File: config.mk
export PLATFORM = sky130hd
export DESIGN_NAME = input_conditioner
export DESIGN_NICKNAME = d
export VERILOG_FILES = /design/src/rtl/input_cond_pkg.sv /design/src/rtl/input_conditioner_debounce_cell.sv /design/src/rtl/input_conditioner.sv
export SDC_FILE = /design/constraint.sdc
export NUM_CORES = 1
export LEC_CHECK = 0
export BUFFER_PORTS_ARGS = -buffer_cell sky130_fd_sc_hd__buf_2
export CORE_ASPECT_RATIO = 1.4
export CORE_MARGIN = 2
export CORE_UTILIZATION = 60
export DETAILED_ROUTE_END_ITERATION = 16
export MAX_ROUTING_LAYER = met4
export PLACE_DENSITY_LB_ADDON = 0.1
export SETUP_SLACK_MARGIN = 0.15
export SLEW_MARGIN = 30
export SYNTH_ARGS = -nofsm -noshare
export SYNTH_HDL_FRONTEND = slang
export SYNTH_SLANG_ARGS = --single-unit
File: constraint.sdc
create_clock -name clk -period 2.8 [get_ports clk]
set_input_delay 0.14 -clock clk [delete_from_list [all_inputs] [get_ports clk]]
set_output_delay 0.14 -clock clk [all_outputs]
set_load 0.1 [all_outputs]
File: src/rtl/input_cond_pkg.sv
// Shared constants and sizing helper for the input conditioner.
package input_cond_pkg;

    localparam int DEF_CHANNELS        = 6;
    localparam int DEF_SYNC_STAGES     = 2;
    localparam int DEF_DEBOUNCE_CYCLES = 4;

    // Bits needed to hold values 0..value-1, never less than one bit so the
    // bypass configuration still has a legal (unused) counter vector.
    function automatic int clog2_min1(input int value);
        int w;
        w = 1;
        while ((1 << w) < value) w++;
        return w;
    endfunction

    // Width of a debounce counter that must reach debounce_cycles.
    function automatic int cnt_width(input int debounce_cycles);
        return clog2_min1(debounce_cycles + 1);
    endfunction

endpackage

File: src/rtl/input_conditioner_debounce_cell.sv
// One channel: synchronizer chain, debounce counter, level register and
// registered rise/fall pulses.
module debounce_cell
    import input_cond_pkg::*;
#(
    parameter int SYNC_STAGES     = DEF_SYNC_STAGES,
    parameter int DEBOUNCE_CYCLES = DEF_DEBOUNCE_CYCLES,
    parameter bit RESET_LEVEL     = 1'b0
) (
    input  logic clk,
    input  logic reset_n,
    input  logic data_in,
    input  logic sample_tick,
    output logic data_out,
    output logic rise,
    output logic fall
);

    localparam int CW = cnt_width(DEBOUNCE_CYCLES);

    logic [SYNC_STAGES-1:0] sync_q;
    logic                   s;
    logic                   s_next;
    logic [CW-1:0]          cnt_q;
    logic [CW-1:0]          cnt_d;
    logic                   level_q;
    logic                   level_d;
    logic                   rise_q;
    logic                   fall_q;

    assign s      = sync_q[SYNC_STAGES-1];
    assign s_next = sync_q[SYNC_STAGES-2];

    // Synchronizer chain, free-running on every clk.
    always_ff @(posedge clk or negedge reset_n) begin
        if (!reset_n) begin
            sync_q <= {SYNC_STAGES{RESET_LEVEL}};
        end else begin
            sync_q <= {sync_q[SYNC_STAGES-2:0], data_in};
        end
    end

    // Next level/count. In bypass the level register loads in parallel with
    // the last sync stage, so data_out equals s with no extra cycle.
    always_comb begin
        level_d = level_q;
        cnt_d   = cnt_q;
        if (DEBOUNCE_CYCLES == 0) begin
            level_d = s_next;
        end else if (sample_tick) begin
            if (s == level_q) begin
                cnt_d = '0;
            end else if (int'(cnt_q) + 1 >= DEBOUNCE_CYCLES) begin
                level_d = s;
                cnt_d   = '0;
            end else begin
                cnt_d = cnt_q + CW'(1);
            end
        end
    end

    // Level, counter and edge pulses registered together so a pulse lines
    // up with the first cycle the new level is visible.
    always_ff @(posedge clk or negedge reset_n) begin
        if (!reset_n) begin
            level_q <= RESET_LEVEL;
            cnt_q   <= '0;
            rise_q  <= 1'b0;
            fall_q  <= 1'b0;
        end else begin
            level_q <= level_d;
            cnt_q   <= cnt_d;
            rise_q  <= level_d & ~level_q;
            fall_q  <= ~level_d & level_q;
        end
    end

    assign data_out = level_q;
    assign rise     = rise_q;
    assign fall     = fall_q;

endmodule

File: src/rtl/input_conditioner.sv
// Synchronise and debounce CHANNELS independent asynchronous inputs.
module input_conditioner
    import input_cond_pkg::*;
#(
    parameter int CHANNELS        = DEF_CHANNELS,
    parameter int SYNC_STAGES     = DEF_SYNC_STAGES,
    parameter int DEBOUNCE_CYCLES = DEF_DEBOUNCE_CYCLES,
    parameter bit RESET_LEVEL     = 1'b0
) (
    input  logic                clk,
    input  logic                reset_n,
    input  logic [CHANNELS-1:0] data_in,
    input  logic                sample_tick,
    output logic [CHANNELS-1:0] data_out,
    output logic [CHANNELS-1:0] rise,
    output logic [CHANNELS-1:0] fall
);

    for (genvar i = 0; i < CHANNELS; i++) begin : g_ch
        debounce_cell #(
            .SYNC_STAGES     (SYNC_STAGES),
            .DEBOUNCE_CYCLES (DEBOUNCE_CYCLES),
            .RESET_LEVEL     (RESET_LEVEL)
        ) u_cell (
            .clk         (clk),
            .reset_n     (reset_n),
            .data_in     (data_in[i]),
            .sample_tick (sample_tick),
            .data_out    (data_out[i]),
            .rise        (rise[i]),
            .fall        (fall[i])
        );
    end

endmodule

# Word-level counts from Yosys, hierarchy flattened
# Index checks and enable logic that the tools add are counted.
# word_totals
regBits	48
latch_bits	0
mem_bits_rw	0
romBits	0
in_bits	9
wordCells	108
n_memories	0
# op_classes
n_addsub	12
multipliers	0
n_div	0
order_cmp	6
eq_ne	6
shifts	0
n_mux	30
bitwise_logic	24
reduce_logical	0
# ops
op	n
$ge 32x4->1 const B	6
$mux 3	12
$add 3x1->4 const B	6
$add 3x1->3 const B	6
$mux 1	18
$and 1x1->1	12
$not 1->1	12
$eq 1x1->1	6

# Longest topological paths before layout
# logic_depth
word_depth	7
mapped_depth	4
mapped_depth_nobuf	4

# By module
# From an unflattened synthesis, not the netlist that was laid out.
# unflattened
cells_unflattened	156
hier_area_um2	1959.4
# by_module_without_submodules
module	instances	cells_per_inst	area_each_um2	seq_area_each_um2
debounce_cell	6	26	326.6	200.2

# Least setup slack after synthesis
# Ideal clock, no wire load.
# synth_path
path_type	register to register
startpoint	reg g_ch[3].u_cell.cnt_q[0]
endpoint	reg g_ch[3].u_cell.level_q
setup_time_ns	0.125
arrival_time_ns	1.282
path_slack_ns	1.392
stages_incl_launch_ff	5
n_path_buf	0
synth_period_minus_slack_ns	1.408
cell_sequence	dfrtp_1 > ha_1 > a21boi_0 > a21o_2 > mux2_4
# synth_via
elab_chain_len	5
# synth_lines
item	line	text
from (decl)	input_conditioner_debounce_cell.sv:24	logic [CW-1:0] cnt_q;
from (signal assigned)	input_conditioner_debounce_cell.sv:72	cnt_q <= cnt_d;
$add 3x1->4	input_conditioner_debounce_cell.sv:53	end else if (int'(cnt_q) + 1 >= DEBOUNCE_CYCLES) begin
$ge 32x4->1	input_conditioner_debounce_cell.sv:53	
$mux 1	input_conditioner_debounce_cell.sv:53	
$mux 1	input_conditioner_debounce_cell.sv:51	if (s == level_q) begin
$mux 1	input_conditioner_debounce_cell.sv:50	end else if (sample_tick) begin
net g_ch[3].u_cell.level_d	input_conditioner_debounce_cell.sv:27	logic level_d;
to (signal assigned)	input_conditioner_debounce_cell.sv:71	level_q <= level_d;
to (decl)	input_conditioner_debounce_cell.sv:26	logic level_q;
# The timed path passes the listed nets, and every way through them passes these cells.
# A chain may end at the register's enable or synchronous reset.

# Worst setup path in the final report
# layout_path
startpoint	reg g_ch[0].u_cell.cnt_q[0]
endpoint	reg g_ch[0].u_cell.level_q
# layout_via
elab_chain_len	5
# layout_lines
item	line
from (decl)	input_conditioner_debounce_cell.sv:24
from (signal assigned)	input_conditioner_debounce_cell.sv:72
$add 3x1->4	input_conditioner_debounce_cell.sv:53
$ge 32x4->1	input_conditioner_debounce_cell.sv:53
$mux 1	input_conditioner_debounce_cell.sv:53
$mux 1	input_conditioner_debounce_cell.sv:51
$mux 1	input_conditioner_debounce_cell.sv:50
net g_ch[0].u_cell.level_d	input_conditioner_debounce_cell.sv:27
to (signal assigned)	input_conditioner_debounce_cell.sv:71
to (decl)	input_conditioner_debounce_cell.sv:26
# The timed path passes the listed nets, and every way through them passes these cells.

==> results by group <==
Worst setup path
  – Critical path class: reg2reg
  – FF-to-FF Start: g_ch[0].u_cell.cnt_q[0]$_DFFE_PN0P_
  – Arrival time worst endpoint: 1.72 ns
  – Slowest CP cell: dfrtp_1
  – Worst reg2reg path depth: 4
  – Crit start category: register
  – Critical path required time: 2.98 ns
  – R2R Path End: g_ch[0].u_cell.data_out$_DFF_PN0_
  – R2R Setup Slk: 1.26 ns
  – WP buf/inv: 0
  – Top Family by Delay on Critical Path: flip-flops
  – Crit path launch: g_ch[0].u_cell.cnt_q[0]$_DFFE_PN0P_
  – Worst setup path end: g_ch[0].u_cell.data_out$_DFF_PN0_
  – Crit path cell chain: ha_1, a21boi_1, a21oi_1, mux2_2
  – Worst-path fanout max: 4
  – WP depth: 4
  – Crit-path max cell delay: 0.42 ns
  – Critical path endpoint category: register

Synth
  – Post-synthesis compound-gate area fraction: 9.76%
  – Share of the synthesized area in the top cell type: 58.2%
  – Mapped Nets: 189
  – Post-Synth Adder-Cell Area: 3.64%
  – Main area contributors after synthesis: dfrtp_1, buf_4, ha_1, and3b_1, xor2_1
  – Number of synthesized register bits: 48
  – Post-synth top area cell: dfrtp_1
  – Top-count cell post-synth: dfrtp_1
  – Syn Inst Count: 174
  – Top post-synthesis cells by count: dfrtp_1, buf_4, nand3_1
  – Simple logic cell fraction of the synthesized area: 11.7%
  – Synth Area in XOR/XNOR: 2.97%
  – Main synth FF type: dfrtp_1
  – Post-synth EDFFs: 0
  – Yosys warns: 0
  – Post-Syn Area per Cell: 11.9 um^2
  – Largest family of logic cells by synthesized area: simple AND/OR/NAND/NOR gates
  – Synth unique cells: 32
  – Register area share after synthesis: 58.2%
  – Synthesized area: 2060 um^2
  – Synth async-reset ratio: 100%
  – Post-synthesis mux area share: 4.43%

Power and ir drop
  – Static Leak: 1.12 nW
  – Power density over cell area: 946 nW/um^2
  – Pwr Total: 2.12 mW
  – VDD IR max: 0.755 mV

CTS
  – H-tree levels: 2
  – Root Driver: clkbuf_8
  – CTS tree: done
  – Skew-Pair Late Insertion Delay: 0.29 ns
  – Total setup buffers inserted after CTS: 0
  – Clock sink count: 48
  – Cts hold-fix bufs: 6
  – Num CTS Buffers: 5
  – Post-cts sizing count: 0
  – CTS Buffer Depth: 2
  – Clock-pin slew on the worst setup and hold paths: 0.08 ns

Timing
  – Tmin final: 1.54 ns
  – Worst setup margin: 1.26 ns
  – Worst hold slack: 0.335 ns
  – Fin. max-slew vios: 0
  – RSZ-0062 raised after global routing: false
  – Final hold violations: 0
  – Max-slew headroom: 61.5%
  – Final clock skew: 0.00278 ns
  – Setup TNS: 0 ns
  – Final setup viols: 0
  – Final period util: 55.0%
  – Top achievable clock speed: 0.649 GHz
  – Slew @ Worst Pin: 0.578 ns

Die
  – Num ports: 27
  – Starting density of the core: 61.6%
  – Die area: 3930 um^2
  – Core area: 3350 um^2
  – Die span in x: 53.6 um
  – Die Span Y: 73.4 um
  – Cell row count: 25

Placed design
  – Hpwl dp: 2100 um
  – Setup WS pre-CTS: 1.28 ns
  – GPL Wtd Cong: 0.744
  – Area after DPL: 2090 um^2
  – IO buf count: 26
  – Placed insts: 218

Route
  – Total routed wirelength: 2980 um
  – Drt wl/cell: 12.9 um
  – Final ANT Viol Nets: 0
  – Via-to-Cell Ratio: 5.40
  – Drc violations: 0
  – DRT Pass-1 Iters: 4
  – Vias after detailed routing: 1,253
  – DR iter-0 viols: 28

Global route
  – First-pass GRT wire length: 5190 um
  – GRT Resource Usage Total: 18.8%
  – Total grt overflow: 0
  – Vias in the first global route: 1,280
  – Largest net degree at the start of global routing: 49
  – Initial antenna violation count: 0

Layout
  – Diode count: 0
  – Post-route cell area: 2240 um^2
  – Storage cell area: 1200 um^2
  – NumNets Final: 207
  – Area delta synth->final: 8.37%
  – Area of the multi-input gates: 671 um^2
  – Fillers: 276
  – Share of cells above drive strength 1: 20.8%
  – Util after Layout: 66.8%
  – Final Instance Count excl. Fillers: 232

Outcome
  – Status: finished clean

Min path
  – Hold Path Stages: 2
  – HP Class: in2reg

Flow run
  – Total of max-cap violations: 0
## sequential cells by signal, indices dropped and copies added, names as in the netlist
signal                cells
g_ch.u_cell.data_out      6
g_ch.u_cell.fall          6
g_ch.u_cell.sync_q       12
g_ch.u_cell.rise          6
g_ch.u_cell.cnt_q        18
## cells in the final DEF, fill, tap and decap left out, types with 3 or more instances in the layout
cell	synthesis	routed
nand2_1	3	3
nand3_1	10	10
dfrtp_1	48	48
ha_1	6	6
nor2_1	7	7
xor2_1	6	6
a21oi_1	9	9
nor3b_1	6	6
inv_1	9	9
buf_2	3	25
o21ai_0	6	6
nor2b_1	6	6
o22ai_1	6	6
o21ai_1	3	3
dlygate4sd3_1	0	7
and3b_1	6	6
mux2_2	4	4
clkbuf_8	0	5
## area by class of cell
| type | count | share of cell area (%) |
|---|---|---|
| clock buffer | 6 | 3.25 |
| clock inverter | 1 | 0.224 |
| inverter | 9 | 1.51 |
| multi-input combinational | 95 | 30.0 |
| sequential | 48 | 53.7 |
| tap | 40 | 2.24 |
| timing repair buffer | 33 | 9.07 |
## worst min-delay path by stage
stage                           start                                   to  slack [ns]
final                     sample_tick  g_ch[2].u_cell.cnt_q[2]$_DFFE_PN0P_        0.33
after global routing      sample_tick  g_ch[5].u_cell.cnt_q[2]$_DFFE_PN0P_        0.36
after CTS                     reset_n   g_ch[0].u_cell.sync_q[1]$_DFF_PN0_        0.06
after detailed placement   data_in[1]   g_ch[1].u_cell.sync_q[0]$_DFF_PN0_        0.25
after global placement     data_in[5]   g_ch[5].u_cell.sync_q[0]$_DFF_PN0_        0.25
after floorplan               reset_n  g_ch[0].u_cell.cnt_q[0]$_DFFE_PN0P_       -0.16
## cells by family after synthesis
kind of cell,count (synthesis)
xor+xnor,7
fa+ha+maj,6
simple gates,41
compound gates,33
flops,48
buf+inv,31
mux,8
## per-layer routing
metal	track usage, %	share of wire, %	vias to the layer above
met5	-	0	-
met4	8.55	1.9	0
met3	4.88	2.7	6
met2	33.9	57	17
met1	18.1	39	618
li1	-	-	612
## where the power goes
part / total, mW / internal, mW / switching [mW]
Combinational: 0.782 / 0.225 / 0.557
Clock: 0.374 / 0.170 / 0.204
Sequential: 0.959 / 0.829 / 0.131
Total: 2.12 / 1.22 / 0.892
Power figures use the tool's default switching activity.
